==> config.mk <==
export PLATFORM = sky130hd
export DESIGN_NAME = hsv_div_sched_flat
export DESIGN_NICKNAME = d
export VERILOG_FILES = /design/src/rtl/hsv_div_sched_if.sv /design/src/rtl/hsv_div_sched.sv /design/src/flat_wrapper.sv
export SDC_FILE = /design/constraint.sdc
export NUM_CORES = 1
export LEC_CHECK = 0
export BUFFER_PORTS_ARGS = -buffer_cell sky130_fd_sc_hd__buf_2
export CORE_MARGIN = 2
export CORE_UTILIZATION = 25
export DETAILED_ROUTE_END_ITERATION = 8
export GPL_TIMING_DRIVEN = 0
export SLEW_MARGIN = 20
export SYNTH_ARGS = -nofsm -noshare
export SYNTH_HDL_FRONTEND = slang
export SYNTH_SLANG_ARGS = --single-unit
==> constraint.sdc <==
create_clock -name clk -period 4.8 [get_ports clk]
set_clock_uncertainty 0.15 [all_clocks]
set_input_delay 0.48 -clock clk [delete_from_list [all_inputs] [get_ports clk]]
set_output_delay 0.48 -clock clk [all_outputs]
set_load 0.05 [all_outputs]
==> src/rtl/hsv_div_sched_if.sv <==
// hsv_div_sched_if: requester, divider and result signals of the shared-divider scheduler.
interface hsv_div_sched_if #(
    parameter int N_REQ = 3,
    parameter int DW = 10
);
    logic ce;
    logic [N_REQ-1:0] req;
    logic [N_REQ*DW-1:0] dividend_in;
    logic [N_REQ*DW-1:0] divisor_in;
    logic [N_REQ-1:0] gnt;
    logic div_ce;
    logic [DW-1:0] div_dividend;
    logic [DW-1:0] div_divisor;
    logic [DW-1:0] div_quotient;
    logic [DW-1:0] div_fractional;
    logic [N_REQ-1:0] res_valid;
    logic [DW-1:0] res_quotient;
    logic [DW-1:0] res_fractional;
    logic res_dbz;
    logic busy;
    logic [4:0] inflight;

    modport master (
        output ce, req, dividend_in, divisor_in, div_quotient, div_fractional,
        input gnt, div_ce, div_dividend, div_divisor, res_valid, res_quotient,
        res_fractional, res_dbz, busy, inflight
    );
    modport slave (
        input ce, req, dividend_in, divisor_in, div_quotient, div_fractional,
        output gnt, div_ce, div_dividend, div_divisor, res_valid, res_quotient,
        res_fractional, res_dbz, busy, inflight
    );
endinterface

==> src/rtl/hsv_div_sched.sv <==
// hsv_div_sched: round-robin issue of N_REQ requesters onto one fixed-latency divider,
// with an owner/dbz tag pipeline that routes each result back in issue order.
module hsv_div_sched #(
    parameter int N_REQ = 3,
    parameter int DW = 10,
    parameter int LAT = 4
) (
    input logic clk,
    input logic rst,
    hsv_div_sched_if.slave bus
);
    localparam int IW = (N_REQ > 2) ? 2 : 1;

    logic [IW-1:0] ptr, sel, iss_own;
    logic [IW:0] j;
    logic hit, issue, retire, iss_v, iss_dbz;
    logic [DW-1:0] sel_a, sel_b;
    logic [LAT-1:0] tag_v, tag_dbz;
    logic [IW-1:0] tag_own [LAT];

    // ptr holds the highest-priority index; the lowest rotated distance wins
    always_comb begin
        sel = ptr;
        hit = 1'b0;
        j = '0;
        for (int k = N_REQ - 1; k >= 0; k--) begin
            j = {1'b0, ptr} + (IW+1)'(k);
            j = (j >= (IW+1)'(N_REQ)) ? j - (IW+1)'(N_REQ) : j;
            if (bus.req[j[IW-1:0]]) begin
                hit = 1'b1;
                sel = j[IW-1:0];
            end
        end
    end

    assign sel_a = bus.dividend_in[int'(sel)*DW +: DW];
    assign sel_b = bus.divisor_in[int'(sel)*DW +: DW];
    assign issue = bus.ce & hit;
    assign retire = bus.ce & tag_v[LAT-1];
    assign bus.div_ce = bus.ce;
    assign bus.busy = |bus.inflight;

    always_ff @(posedge clk or posedge rst) begin
        if (rst) begin
            ptr <= '0;
            bus.gnt <= '0;
            bus.res_valid <= '0;
            bus.res_quotient <= '0;
            bus.res_fractional <= '0;
            bus.res_dbz <= 1'b0;
            bus.div_dividend <= '0;
            bus.div_divisor <= '0;
            bus.inflight <= '0;
            iss_v <= 1'b0;
            iss_own <= '0;
            iss_dbz <= 1'b0;
            tag_v <= '0;
            tag_dbz <= '0;
            for (int s = 0; s < LAT; s++) tag_own[s] <= '0;
        end else begin
            bus.gnt <= issue ? N_REQ'(1) << sel : '0;
            bus.res_valid <= retire ? N_REQ'(1) << tag_own[LAT-1] : '0;
            bus.res_dbz <= retire & tag_dbz[LAT-1];
            if (bus.ce) begin
                if (hit) begin
                    bus.div_dividend <= sel_a;
                    bus.div_divisor <= sel_b;
                    ptr <= (sel == IW'(N_REQ - 1)) ? '0 : sel + 1'b1;
                end
                // issue tag sits beside the operand registers, so the divider sees both on the same edge
                iss_v <= hit;
                iss_own <= sel;
                iss_dbz <= (sel_b == '0);
                tag_v[0] <= iss_v;
                tag_own[0] <= iss_own;
                tag_dbz[0] <= iss_dbz;
                for (int s = LAT - 1; s > 0; s--) begin
                    tag_v[s] <= tag_v[s-1];
                    tag_own[s] <= tag_own[s-1];
                    tag_dbz[s] <= tag_dbz[s-1];
                end
                if (retire) begin
                    bus.res_quotient <= tag_dbz[LAT-1] ? '0 : bus.div_quotient;
                    bus.res_fractional <= tag_dbz[LAT-1] ? '0 : bus.div_fractional;
                end
                bus.inflight <= bus.inflight + 5'(issue) - 5'(retire);
            end
        end
    end
endmodule
==> src/flat_wrapper.sv <==
// flat-port wrapper written by rule: the top's interface ports become plain ports
module hsv_div_sched_flat 
#(
    parameter int N_REQ = 3,
    parameter int DW = 10,
    parameter int LAT = 4
)
  (clk, rst, bus_ce, bus_req, bus_dividend_in, bus_divisor_in, bus_div_quotient, bus_div_fractional, bus_gnt, bus_div_ce, bus_div_dividend, bus_div_divisor, bus_res_valid, bus_res_quotient, bus_res_fractional, bus_res_dbz, bus_busy, bus_inflight);
  hsv_div_sched_if #(.N_REQ(N_REQ), .DW(DW)) bus_i ();
  input logic clk;
  input logic rst;
  input wire logic [$bits(bus_i.ce)-1:0] bus_ce;
  input wire logic [$bits(bus_i.req)-1:0] bus_req;
  input wire logic [$bits(bus_i.dividend_in)-1:0] bus_dividend_in;
  input wire logic [$bits(bus_i.divisor_in)-1:0] bus_divisor_in;
  input wire logic [$bits(bus_i.div_quotient)-1:0] bus_div_quotient;
  input wire logic [$bits(bus_i.div_fractional)-1:0] bus_div_fractional;
  output wire logic [$bits(bus_i.gnt)-1:0] bus_gnt;
  output wire logic [$bits(bus_i.div_ce)-1:0] bus_div_ce;
  output wire logic [$bits(bus_i.div_dividend)-1:0] bus_div_dividend;
  output wire logic [$bits(bus_i.div_divisor)-1:0] bus_div_divisor;
  output wire logic [$bits(bus_i.res_valid)-1:0] bus_res_valid;
  output wire logic [$bits(bus_i.res_quotient)-1:0] bus_res_quotient;
  output wire logic [$bits(bus_i.res_fractional)-1:0] bus_res_fractional;
  output wire logic [$bits(bus_i.res_dbz)-1:0] bus_res_dbz;
  output wire logic [$bits(bus_i.busy)-1:0] bus_busy;
  output wire logic [$bits(bus_i.inflight)-1:0] bus_inflight;
  assign bus_i.ce = bus_ce;
  assign bus_i.req = bus_req;
  assign bus_i.dividend_in = bus_dividend_in;
  assign bus_i.divisor_in = bus_divisor_in;
  assign bus_i.div_quotient = bus_div_quotient;
  assign bus_i.div_fractional = bus_div_fractional;
  assign bus_gnt = bus_i.gnt;
  assign bus_div_ce = bus_i.div_ce;
  assign bus_div_dividend = bus_i.div_dividend;
  assign bus_div_divisor = bus_i.div_divisor;
  assign bus_res_valid = bus_i.res_valid;
  assign bus_res_quotient = bus_i.res_quotient;
  assign bus_res_fractional = bus_i.res_fractional;
  assign bus_res_dbz = bus_i.res_dbz;
  assign bus_busy = bus_i.busy;
  assign bus_inflight = bus_i.inflight;
  hsv_div_sched #(.N_REQ(N_REQ), .DW(DW), .LAT(LAT)) u_core (.clk(clk), .rst(rst), .bus(bus_i));
endmodule
## Word level (Yosys, flattened, before mapping)

Index checks and enable logic that the tools add are counted.

| storage, ports and cells | value |
|---|---|
| bits in registers | 74 |
| bits of input ports | 86 |
| output and inout port bits | 54 |
| word-level logic and storage cells | 65 |

| cells by class | value |
|---|---|
| $add $sub $neg | 8 |
| multiply operators | 1 |
| $lt $le $gt $ge | 6 |
| equality and inequality tests | 1 |
| shifts and indexed selects | 4 |
| multiplexer cells | 20 |
| bitwise gates (word level) | 3 |
| reductions and logical operators | 4 |

Operator list:

| cell | count |
|---|---|
| $shiftx A30 B32 Y10 | 2 |
| $mux W10 | 2 |
| $mux W2 | 7 |
| $logic_not A10 Y1 | 1 |
| $lt A2 B3 Y1 const B | 3 |
| $bmux W1 S2 | 3 |
| $ge A3 B2 Y1 const B | 2 |
| $mux W1 | 6 |
| $mux W3 | 2 |
| $shl A1 B2 Y3 const A | 2 |
| $sub A2 B2 Y2 const B | 3 |
| $add A5 B1 Y5 | 1 |
| $mul A2 B3 Y5 const B | 1 |
| $reduce_or A5 Y1 | 1 |
| $sub A5 B1 Y5 | 1 |
| $reduce_and A2 Y1 | 2 |
| $add A2 B1 Y3 const B | 1 |
| $add A2 B2 Y3 const B | 1 |
| $and A1 B1 Y1 | 3 |
| $add A2 B1 Y2 const B | 1 |
| $eq A2 B2 Y1 const B | 1 |
| $ge A2 B2 Y1 const B | 1 |

## Logic depth before layout (Yosys ltp)

Gate-level depths: netlist of run 1.

| logic depth | value |
|---|---|
| depth in word-level cells | 11 |
| mapped depth | 16 |
| gate-level depth less buffers | 14 |

## Worst setup path after synthesis of run 1

No wires, ideal clock.

| timing path | value |
|---|---|
| kind | reg2reg |
| start point | register u_core.ptr[0] |
| end point | register u_core.bus.inflight[4] (netlist name) |
| setup time | 141 ps |
| data arrival time | 3163 ps |
| data required time | 4509 ps |
| path slack | 1346 ps |
| stages on the path, launching flop included | 17 |
| path buffers | 2 |
| clock period less this slack | 3454 ps |
| path through | dfrtp_1 > inv_1 > ha_1 > buf_4 > mux2i_1 > o211ai_1 > o21ai_0 > clkbuf_1 > clkinv_1 > ha_1 > fa_1 > a21oi_1 > nor2_1 > nor2_1 > xnor2_1 > nand2_1 > xnor2_1 |

| on the way | value |
|---|---|
| cells in the longest elaborated chain, start to end | 11 |
| elaborated cells between the ends (all ways) | 23 |
| those cells by class | 7 x add/sub; 3 x order compare; 12 x mux; 1 x bitwise |

Ends and longest elaborated chain:

| what | line | source |
|---|---|---|
| start: declaration | hsv_div_sched.sv:14 | `logic [IW-1:0] ptr, sel, iss_own;` |
| start signal: assignment | hsv_div_sched.sv:68 | `ptr <= (sel == IW'(N_REQ - 1)) ? '0 : sel + 1'b1;` |
| $add A2 B2 Y3 | hsv_div_sched.sv:27 | `j = {1'b0, ptr} + (IW+1)'(k);` |
| $ge A3 B2 Y1 or $sub A2 B2 Y2 (tied branches) | hsv_div_sched.sv:28 | `j = (j >= (IW+1)'(N_REQ)) ? j - (IW+1)'(N_REQ) : j;` |
| $mux W2 | hsv_div_sched.sv:28 |  |
| $bmux W1 S2 | hsv_div_sched.sv:29 | `if (bus.req[j[IW-1:0]]) begin` |
| $mux W1 (not written as such) | hsv_div_sched.sv:29 |  |
| $mux W1 (2 in series) | hsv_div_sched.sv:29 |  |
| $mux W1 (*) | hsv_div_sched.sv:29 |  |
| $and A1 B1 Y1 (*) | hsv_div_sched.sv:38 | `assign issue = bus.ce & hit;` |
| net u_core.issue | hsv_div_sched.sv:16 | `logic hit, issue, retire, iss_v, iss_dbz;` |
| $add A5 B1 Y5 (*) | hsv_div_sched.sv:86 | `bus.inflight <= bus.inflight + 5'(issue) - 5'(retire);` |
| $sub A5 B1 Y5 (*) | hsv_div_sched.sv:86 |  |
| end signal: assignment | hsv_div_sched.sv:86 |  |
| end: declaration | hsv_div_sched_if.sv:31 | `res_fractional, res_dbz, busy, inflight` |

Mark *: on every way through the listed nets, which the timed path passes. The rest lies on a longest branch. The select of a mux whose other input is x is not followed.
A chain may end at the register's enable or synchronous reset.

## Worst setup path after layout of run 1

Ends and elaborated chain as after synthesis.

==> results of run 1 <==
[kinds of logic (layout without fill, tap and decap cells)]
kind of cell    Yosys count  in the layout  share of synthesized area (%)
compound gates          104            104                           18.8
xor+xnor                  4              4                          0.898
simple gates            107            107                           14.5
fa+ha+maj                11             11                           3.72
buf+inv                  37            192                           4.91
mux                      34             34                           9.66
flops                    74             74                           47.5
[stage by stage]
| step | total power (uW) | util (%) | setup slack, ns |
|---|---|---|---|
| CTS | 4300 | 34.0 | 0.590 |
| detailed placement | 3580 | 31.9 | 0.610 |
| floorplan | 2990 | - | 1.35 |
| global route | 4560 | 34.0 | 0.197 |
| global placement | 3530 | 31.7 | 0.609 |
| finish | 4240 | 34.0 | 0.541 |
[metal layers]
metal	part of all wire, %	vias up
li1	-	1612
met1	45	1563
met2	46	142
met3	7.2	8
met4	1.1	0
met5	0	-
[power breakdown]
part           total (uW)  switching [uW]  internal (uW)
clock                 688             271            416
sequential           1050             151            903
combinational        2500            1660            839
total                4240            2090           2160
[layout by cell type (no fill, tap or decap), types with 2 or more instances in the layout]
cell and instances:
mux2i_1 7, o21a_1 2, and2_1 4, o211a_1 4
buf_4 2, nand2_1 46, buf_2 138, mux2_2 26
nand3b_1 3, o31ai_1 2, inv_1 13, o21ai_2 2
nand3_1 2, clkbuf_16 9, a21boi_0 5, clkbuf_1 14
o21ai_0 40, ha_1 10, o21ai_1 9, xnor2_1 4
a221oi_2 4, nor2b_1 2, buf_6 6, a21oi_1 6
nor3_1 2, dfrtp_1 74, nand2b_1 22, and3_2 2
nor3b_1 2, clkinvlp_4 3, and3_1 2, o211ai_1 3
nor2_1 12, a22oi_1 12, a31oi_1 2
[final cells by class]
class | count | area [um2] | area share, %
Buffer | 22 | 135 | 2.62
Clock buffer | 10 | 239 | 4.63
Multi-Input combinational cell | 260 | 1860 | 36.0
Inverter | 15 | 58.8 | 1.14
Timing Repair Buffer | 139 | 718 | 13.9
Tap cell | 188 | 235 | 4.56
Clock inverter | 6 | 66.3 | 1.28
Sequential cell | 74 | 1850 | 35.9
[worst register-to-register path: cells and delay by family, from the launching register on]
family / cells / cell delay, ns
muxes: 1 / 0.44
and+or+nand+nor: 3 / 0.24
AOI/OAI and AO/OA: 3 / 0.51
adders and majority gates: 3 / 0.91
DFF: 1 / 0.43
buffers and inverters: 4 / 1.20
xor gates and xnor gates: 2 / 0.27
[registers in the layout, indices dropped and copies added (netlist names), 4 cells and up]
| register | count |
|---|---|
| u_core.tag_own | 8 |
| u_core.tag_dbz | 4 |
| u_core.bus.div_divisor | 10 |
| u_core.bus.res_quotient | 10 |
| u_core.bus.inflight | 5 |
| u_core.tag_v | 4 |
| u_core.bus.div_dividend | 10 |
| u_core.bus.res_fractional | 10 |
[worst max-delay path by stage]
stage,start,endpoint,slack (ns)
4_1_cts,u_core.ptr[0],u_core.bus.inflight[4],0.59
6_report,u_core.ptr[0],u_core.bus.inflight[4],0.54
3_5_place_dp,u_core.ptr[0],u_core.bus.inflight[4],0.61
5_1_grt,u_core.ptr[0],u_core.bus.inflight[4],0.20
3_3_place_gp,u_core.ptr[0],u_core.bus.inflight[4],0.61
2_1_floorplan,u_core.ptr[0],u_core.bus.inflight[4],1.35
[cell usage after synthesis (3+ instances only)]
| master | number |
|---|---|
| ha_1 | 10 |
| o21ai_0 | 40 |
| a21oi_1 | 6 |
| buf_6 | 6 |
| o211ai_1 | 3 |
| a21boi_0 | 5 |
| nor2_1 | 12 |
| nand2_1 | 46 |
| inv_1 | 14 |
| nand2b_1 | 22 |
| o211a_1 | 4 |
| and2_1 | 4 |
| xnor2_1 | 4 |
| o21ai_1 | 9 |
| mux2_2 | 26 |
| a221oi_2 | 4 |
| a22oi_1 | 12 |
| nand3b_1 | 3 |
| dfrtp_1 | 74 |
| mux2i_1 | 7 |
| clkbuf_1 | 14 |
==> qor.csv, run 1 <==
stage;metric;value;unit
clock_tree;clk_path_buf_depth;2;
route;drt-initial-drc-count;128;
synthesis;async_flop_share;100;%
synthesis;ys_seq_area_share;47.5;%
synthesis;netlist_instances;371;
setup_path;regToRegSetupSlack;0.54;ns
global_route;grt.overflow.total;0;
global_route;grt_first_pass_wirelength;16.9;mm
route;vias;3325;
floorplan;initial_utilization;25.7;%
setup_path;worstPathRequired;4.87;ns
placed_design;gp_congestion;0.796;
synthesis;synth.area.top_cells;dfrtp_1 (47%), mux2_2 (7.5%), o21ai_0 (5.1%), nand2_1 (4.4%), nand2b_1 (3.5%);
sta;whs;0.00633;ns
setup_path;cp-start-kind;register;
cells_and_area;diodes;0;
global_route;global_route.usage.met2;21.6;%
route;finalWirelength;10.4;mm
clock_tree;htreeDepth;3;
placed_design;dpl.cell_count;698;
synthesis;synth_area;3900;um2
synthesis;synth.top_cell.area_share;47.5;%
cells_and_area;area_growth;32.3;%
cells_and_area;drive_above_1_share;40.1;%
setup_path;slowest_stage;clkbuf_1;
setup_path;critical_path_class;reg -> reg;
clock_tree;post-cts-setup-buffers;0;
sta;finalSetupTns;0;ns
cells_and_area;final_nets;618;
synthesis;yosysTopAreaCell;dfrtp_1;
placed_design;post_dp_cell_area;4860;um2
global_route;antenna_found_initial;0;
global_route;grt_start_max_net_pins;45;
clock_tree;holdBufCountCts;0;
setup_path;r2r-end;u_core.bus.inflight[4];
setup_path;path_delay_family;buffers and inverters;
setup_path;path_cells;inv_1 > ha_1 > buf_4 > mux2i_1 > o211ai_1 > o21ai_0 > clkbuf_1 > clkinv_1 > ha_1 > fa_1 > a21oi_1 > nor2_1 > nor2_1 > xnor2_1 > nand2_1 > xnor2_1;
cells_and_area;finalNonFillerCells;714;
pwr;vdd_ir_drop_max;0.516;mV
pwr;p_leak;0.00254;uW
sta;fin_crit;4.26;ns
global_route;grtUsageMet1;16.0;%
placed_design;io_buffers;138;
sta;fin_crit_sh;88.7;%
route;post_drt_wl_per_cell;14.6;um
pwr;powerDensity;822;nW/um2
sta;setup_viol;0;
cells_and_area;fin_area;5160;um2
synthesis;synth-edff-count;0;
clock_tree;numCtsBuffers;9;
setup_path;crit_path_max_fanout;10;
global_route;use_met3;5.03;%
sta;slew_viol_final;0;
clock_tree;cts-root-buf;clkbuf_16;
placed_design;hpwlAfterDp;7.93;mm
sta;clock.fmax;235;MHz
setup_path;crit_path_end_kind;register;
setup_path;critPathMaxStageDelay;0.47;ns
route;viasPerCell;4.66;
clock_tree;ctsResizeCount;0;
global_route;grt_pass1_vias;3406;
global_route;top_usage_layer;met2;
synthesis;synth_area_per_cell;10.5;um2
clock_tree;clkTransAtPathRegs;0.06;ns
clock_tree;tritoncts;built;
sta;max-slew-margin-rel;62.0;%
floorplan;dieArea;16600;um2
floorplan;die_width;129;um
clock_tree;clk_latency;0.33;ns
floorplan;num_rows;45;
min_path;hold_class;in -> async;
sta;rsz0062_at_grt;no;
setup_path;r2r_cells;16;
setup_path;arrival;4.33;ns
clock_tree;cts_sinks;74;
synthesis;yosys_warnings;0;
flow_run;max-cap-violations;0;
sta;worst_pin_slew;0.570;ns
sta;hold_violations;0;
route;route.detailed.drc;0;
status;status;finished, final reports clean;
setup_path;critPathBufInv;4;
synthesis;ys_ff_latch;74;
global_route;track_usage;13.1;%
route;first_pass_iters;4;
floorplan;io_pins;140;
synthesis;syn_nets;468;
setup_path;crit_cells;16;
cells_and_area;fillers;1569;
floorplan;fp.dieH;129;um
setup_path;reg2reg_from;u_core.ptr[0];
synthesis;ys_types;56;
route;ant_nets;0;
synthesis;synth_ff_type;dfrtp_1;
floorplan;core_area;15200;um2
Note: power is estimated with default switching activity, not from simulation.
==> run 2, diff against run 1 <==
- PLACE_DENSITY_LB_ADDON: default -> 0.3
==> run 2 against run 1 <==
Via count shrank 0.36%. Total power is 0.55% higher. Critical path type unchanged. Register-to-register slack better by 0.07 ns. Wire length is 3.1% higher. Flip-flop and latch count unchanged. Global-route usage up 0.45 points. Sequential power is essentially flat. Final cell count is the same. Fmax is 1.8% higher. Core utilization about the same. Critical endpoint unchanged. Worst setup slack better by 0.074 ns.
==> qor.csv, run 2 (synthesized netlist as in run 1, its figures left out) <==
stage;metric;value;unit;change
sta;clock.fmax;239;MHz;was 235 MHz
cells_and_area;layout_commonest_cell;buf_2;;unchanged
pwr;p_switching;2100;uW;was 2090 uW
min_path;hold_class;in -> async;;unchanged
cells_and_area;drive_above_1_share;40.1;%;unchanged
cells_and_area;multi_input_area;1860;um2;unchanged
clock_tree;tritoncts;built;;unchanged
sta;fin_crit_sh;87.2;%;was 88.7%
setup_path;reg2reg_from;u_core.ptr[0];;unchanged
cells_and_area;diodes;0;;unchanged
pwr;powerDensity;827;nW/um2;was 822 nW/um2
sta;hold_violations;0;;unchanged
setup_path;cp-start-kind;register;;unchanged
pwr;seqPwrFrac;24.6;%;was 24.8%
setup_path;regToRegSetupSlack;0.61;ns;was 0.54 ns
setup_path;path_delay_family;buffers and inverters;;unchanged
route;drt-initial-drc-count;126;;was 128
clock_tree;clk_path_buf_depth;2;;unchanged
floorplan;io_pins;140;;unchanged
flow_run;max-cap-violations;0;;unchanged
pwr;pwr-share-clk;16.6;%;was 16.2%
pwr;vdd_ir_drop_max;0.418;mV;was 0.516 mV
cells_and_area;fillers;1577;;was 1569
sta;rsz0062_at_grt;no;;unchanged
setup_path;critical_path_class;reg -> reg;;unchanged
clock_tree;numCtsBuffers;9;;unchanged
setup_path;crit_path_end_kind;register;;unchanged
route;first_pass_iters;4;;unchanged
cells_and_area;final_nets;618;;unchanged
floorplan;die_width;129;um;unchanged
placed_design;gp_congestion;0.836;;was 0.796
global_route;grt.overflow.total;0;;unchanged
setup_path;r2r_cells;16;;unchanged
clock_tree;htreeDepth;3;;unchanged
clock_tree;cts-root-buf;clkbuf_16;;unchanged
sta;setup_viol;0;;unchanged
clock_tree;ctsResizeCount;0;;unchanged
route;ant_nets;0;;unchanged
route;post_drt_wl_per_cell;15.0;um;was 14.6 um
pwr;p_leak;0.00254;uW;about the same
setup_path;critPathMaxStageDelay;0.47;ns;about the same
clock_tree;clkTransAtPathRegs;0.06;ns;about the same
setup_path;slowest_stage;clkbuf_1;;unchanged
global_route;antenna_found_initial;0;;unchanged
placed_design;hpwlAfterDp;8.28;mm;was 7.93 mm
cells_and_area;regArea;1850;um2;unchanged
setup_path;worstPathRequired;4.88;ns;was 4.87 ns
global_route;track_usage;13.5;%;was 13.1%
route;finalWirelength;10.7;mm;was 10.4 mm
floorplan;dieArea;16600;um2;unchanged
route;vias;3313;;was 3325
sta;slew_viol_final;0;;unchanged
setup_path;critPathBufInv;4;;unchanged
route;route.detailed.drc;0;;unchanged
cells_and_area;final_cell_mix;buf_2 (138), dfrtp_1 (74), nand2_1 (46), o21ai_0 (40), mux2_2 (26);;unchanged
setup_path;r2r-end;u_core.bus.inflight[4];;unchanged
global_route;grt_start_max_net_pins;43;;was 45
floorplan;num_rows;45;;unchanged
clock_tree;cts_sinks;74;;unchanged
status;status;finished, final reports clean;;unchanged
pwr;swShare;49.3;%;was 49.1%
pwr;cell_internal_pwr;2160;uW;about the same
cells_and_area;area_growth;32.3;%;about the same
setup_path;path_cells;inv_1 > ha_1 > buf_4 > mux2i_1 > o211ai_1 > o21ai_0 > clkbuf_1 > clkinv_1 > ha_1 > fa_1 > a21oi_1 > nor2_1 > nor2_1 > xnor2_1 > nand2_1 > xnor2_1;;unchanged
floorplan;core_area;15200;um2;unchanged
sta;max-slew-margin-rel;62.1;%;was 62.0%
pwr;comb_power_share;58.8;%;was 59.0%
global_route;grt_pass1_vias;3496;;was 3406
clock_tree;holdBufCountCts;0;;unchanged
setup_path;arrival;4.26;ns;was 4.33 ns
floorplan;fp.dieH;129;um;unchanged
cells_and_area;post-route-util;33.9;%;was 34.0%
floorplan;initial_utilization;25.7;%;unchanged
sta;worst_pin_slew;0.569;ns;was 0.570 ns
sta;fin_crit;4.19;ns;was 4.26 ns
route;viasPerCell;4.64;;was 4.66
sta;finalSetupTns;0;ns;unchanged
setup_path;crit_path_max_fanout;10;;unchanged
placed_design;io_buffers;138;;unchanged
clock_tree;post-cts-setup-buffers;0;;unchanged
clock_tree;clk_latency;0.33;ns;about the same
global_route;grt_first_pass_wirelength;17.6;mm;was 16.9 mm
-- run 2: changes by cell type in the layout (fill, tap and decap cells not counted), sizes merged --
| cell | change |
|---|---|
| clkinvlp | -2 |
| inv | +2 |
-- run 2: power groups by stage --
stage | clock [uW] | combinational [uW] | sequential [uW]
detailed placement | 0 | 2530 | 1060
finish | 707 | 2510 | 1050
global placement | 0 | 2490 | 1050
global route | 757 | 2740 | 1090
CTS | 737 | 2540 | 1050
floorplan | 0 | 1250 | 1740
-- run 2: worst max-delay path by stage --
stage                        from                endpoint  slack [ns]  cells past startpoint
floorplan           u_core.ptr[0]  u_core.bus.inflight[4]        1.35                     16
global placement    u_core.ptr[0]  u_core.bus.inflight[4]        0.59                     16
detailed placement  u_core.ptr[1]  u_core.bus.inflight[4]        0.57                     16
CTS                 u_core.ptr[1]  u_core.bus.inflight[4]        0.55                     16
global route        u_core.ptr[0]  u_core.bus.inflight[4]        0.12                     16
finish              u_core.ptr[0]  u_core.bus.inflight[4]        0.61                     16
-- run 2: layout make-up --
class,instances,area share (%)
buffer,22,2.62
clock buffer,10,4.63
clock inverter,6,1.41
inverter,15,1.14
multi-input combinational,260,36.0
sequential,74,35.9
tap,188,4.56
timing repair buffer,139,13.8
-- run 2: metal layers --
layer | wire length (um) | part of all wire [%] | global-route usage, % | vias to the layer above
met4 | 134 | 1.2 | 2.88 | 0
li1 | - | - | - | 1606
met2 | 4890 | 46 | 22.7 | 146
met5 | 0 | 0 | 0 | -
met3 | 907 | 8.5 | 5.16 | 11
met1 | 4790 | 45 | 16.5 | 1550
-- run 2: per-stage QoR --
stage	total power, uW	area (um2)	instances	hold WS (ns)	setup WS [ns]
after floorplan	2990	3900	371	0.291	1.35
after global placement	3550	4830	697	0.307	0.586
after detailed placement	3590	4850	698	0.318	0.565
after CTS	4330	5160	714	0.0217	0.551
after global routing	4580	5160	714	0.0472	0.120
final	4270	5160	714	0.0108	0.615
==> run 3, diff against run 2 <==
- BUFFER_PORTS_ARGS: -buffer_cell sky130_fd_sc_hd__buf_2 -> -buffer_cell sky130_fd_sc_hd__buf_4
==> run 3 against run 2 <==
Critical path depth is the same. Count of clock-buffer cells in the layout grew 1. First-iteration DRC count grew 33%. Global-route usage grew 0.40 points. Core utilization grew 2.1 points. Sequential share of layout area shrank 2.1 points. Flip-flop and latch count is the same. Total power grew 2.3%. Non-clock buffer count is the same. Clock power shrank 9.6%. Die area is the same. Largest cell class unchanged. Highest routed layer unchanged.
==> qor.csv, run 3 (synthesized netlist as in run 1, its figures left out) <==
stage;metric;value;unit;change
flow_run;max-cap-violations;0;;unchanged
clock_tree;numCtsBuffers;9;;unchanged
clock_tree;clk_latency;0.34;ns;was 0.33 ns
cells_and_area;layout_commonest_cell;buf_4;;was buf_2
sta;finalSetupTns;0;ns;unchanged
setup_path;worstPathRequired;4.88;ns;about the same
pwr;p_switching;2120;uW;was 2100 uW
global_route;grt_pass1_vias;3452;;was 3496
sta;max-slew-margin-rel;62.5;%;was 62.1%
sta;fin_crit;4.15;ns;was 4.19 ns
route;finalWirelength;11.1;mm;was 10.7 mm
setup_path;critPathMaxStageDelay;0.45;ns;was 0.47 ns
sta;fin_crit_sh;86.4;%;was 87.2%
setup_path;crit_path_max_fanout;10;;unchanged
pwr;swShare;48.6;%;was 49.3%
sta;clock.fmax;241;MHz;was 239 MHz
route;first_pass_iters;4;;unchanged
sta;slew_viol_final;0;;unchanged
setup_path;r2r_cells;16;;unchanged
min_path;hold_class;in -> async;;unchanged
cells_and_area;diodes;0;;unchanged
cells_and_area;final_nets;618;;unchanged
pwr;pwr-share-clk;14.6;%;was 16.6%
floorplan;dieArea;16600;um2;unchanged
setup_path;critical_path_class;reg -> reg;;unchanged
placed_design;gp_congestion;0.852;;was 0.836
global_route;grt.overflow.total;0;;unchanged
global_route;grt_first_pass_wirelength;17.9;mm;was 17.6 mm
sta;setup_viol;0;;unchanged
route;vias;3348;;was 3313
status;status;finished, final reports clean;;unchanged
clock_tree;htreeDepth;3;;unchanged
setup_path;arrival;4.22;ns;was 4.26 ns
clock_tree;cts_sinks;74;;unchanged
floorplan;fp.dieH;129;um;unchanged
sta;rsz0062_at_grt;no;;unchanged
pwr;cell_internal_pwr;2250;uW;was 2160 uW
setup_path;slowest_stage;clkbuf_1;;unchanged
global_route;antenna_found_initial;0;;unchanged
floorplan;die_width;129;um;unchanged
clock_tree;clk_path_buf_depth;2;;unchanged
setup_path;crit_path_end_kind;register;;unchanged
clock_tree;post-cts-setup-buffers;0;;unchanged
floorplan;initial_utilization;25.7;%;unchanged
route;viasPerCell;4.69;;was 4.64
route;ant_nets;0;;unchanged
pwr;vdd_ir_drop_max;0.448;mV;was 0.418 mV
clock_tree;ctsResizeCount;0;;unchanged
cells_and_area;post-route-util;36.0;%;was 33.9%
setup_path;path_cells;inv_1 > ha_1 > buf_6 > mux2i_2 > o221ai_1 > o21ai_0 > clkbuf_1 > clkinv_1 > ha_1 > fa_1 > a21oi_1 > nor2_1 > nor2_1 > xnor2_1 > nand2_1 > xnor2_1;;was inv_1 > ha_1 > buf_4 > mux2i_1 > o211ai_1 > o21ai_0 > clkbuf_1 > clkinv_1 > ha_1 > fa_1 > a21oi_1 > nor2_1 > nor2_1 > xnor2_1 > nand2_1 > xnor2_1
global_route;grt_start_max_net_pins;43;;unchanged
clock_tree;tritoncts;built;;unchanged
floorplan;core_area;15200;um2;unchanged
route;post_drt_wl_per_cell;15.5;um;was 15.0 um
route;drt-initial-drc-count;167;;was 126
clock_tree;cts-root-buf;clkbuf_16;;unchanged
placed_design;io_buffers;138;;unchanged
sta;worst_pin_slew;0.558;ns;was 0.569 ns
floorplan;num_rows;45;;unchanged
clock_tree;holdBufCountCts;0;;unchanged
placed_design;hpwlAfterDp;8.52;mm;was 8.28 mm
floorplan;io_pins;140;;unchanged
cells_and_area;area_growth;40.4;%;was 32.3%
route;route.detailed.drc;0;;unchanged
cells_and_area;final_cell_mix;buf_4 (140), dfrtp_1 (74), nand2_1 (46), o21ai_0 (40), mux2_2 (26);;was buf_2 (138), dfrtp_1 (74), nand2_1 (46), o21ai_0 (40), mux2_2 (26)
pwr;comb_power_share;60.9;%;was 58.8%
sta;hold_violations;0;;unchanged
pwr;powerDensity;798;nW/um2;was 827 nW/um2
pwr;seqPwrFrac;24.4;%;was 24.6%
pwr;p_leak;0.00263;uW;was 0.00254 uW
setup_path;cp-start-kind;register;;unchanged
clock_tree;clkTransAtPathRegs;0.06;ns;about the same
cells_and_area;drive_above_1_share;39.9;%;was 40.1%
global_route;track_usage;13.9;%;was 13.5%
## run 3: cell count changes in the layout (fill, tap and decap cells not counted)
cell / delta
buf_2: -138
buf_4: +138
clkinv_4: -2
bufinv_16: -1
clkbuf_1: +1
clkinv_2: +1
clkinvlp_4: +1
## run 3: worst max-delay path: cells and delay by family (launching register included)
kind / cells / cell delay (ns)
AO/OA/AOI/OAI: 3 / 0.62
flip-flops: 1 / 0.41
AND/OR/NAND/NOR: 3 / 0.23
buffers and inverters: 4 / 1.10
adder cells (fa/ha/maj): 3 / 0.92
multiplexers: 1 / 0.31
XOR/XNOR: 2 / 0.28
## run 3: area by class of cell
cell class | count | area, um2
Fill cell | 1534 | 9730
Multi-Input combinational cell | 260 | 1860
Sequential cell | 74 | 1850
Timing Repair Buffer | 139 | 1060
Clock buffer | 11 | 243
Tap cell | 188 | 235
Buffer | 22 | 135
Inverter | 15 | 58.8
Clock inverter | 5 | 37.5
## run 3: power groups by stage
stage / clock [uW] / combinational, uW / sequential [uW]
after floorplan: 0 / 1250 / 1740
after global placement: 0 / 2630 / 1070
after detailed placement: 0 / 2680 / 1080
after CTS: 664 / 2680 / 1070
after global routing: 690 / 2880 / 1100
final: 639 / 2660 / 1070
## run 3: final timing paths
path	slack, ns	end	startpoint
max in group asynchronous	3.90	u_core.bus.inflight[3]	rst
worst min register to register	0.34	u_core.bus.res_fractional[3]	u_core.bus.res_fractional[3]
worst max-delay path	0.65	u_core.bus.inflight[4]	u_core.ptr[1]
min in group clk	0.23	u_core.bus.div_dividend[2]	bus_dividend_in[22]
worst max register to register	0.65	u_core.bus.inflight[4]	u_core.ptr[1]
worst min-delay path	0.02	u_core.bus.res_quotient[8]	rst
## run 3: routing by layer
layer / vias up / part of all wire [%] / GRT usage, %
met4: 0 / 0.97 / 3.45
met3: 7 / 9.3 / 5.53
met5: - / 0 / 0
met2: 149 / 45 / 23.3
li1: 1610 / - / -
met1: 1582 / 45 / 16.8
## run 3: through the flow
step,std cells,area (um2),hold WS [ns],setup slack [ns],total power (uW)
after floorplan,371,3900,0.291,1.35,2990
after global placement,697,5170,0.314,0.612,3700
after detailed placement,698,5190,0.327,0.587,3760
after CTS,714,5470,0.0224,0.574,4420
after global routing,714,5470,0.0466,0.262,4670
final,714,5470,0.0167,0.655,4370
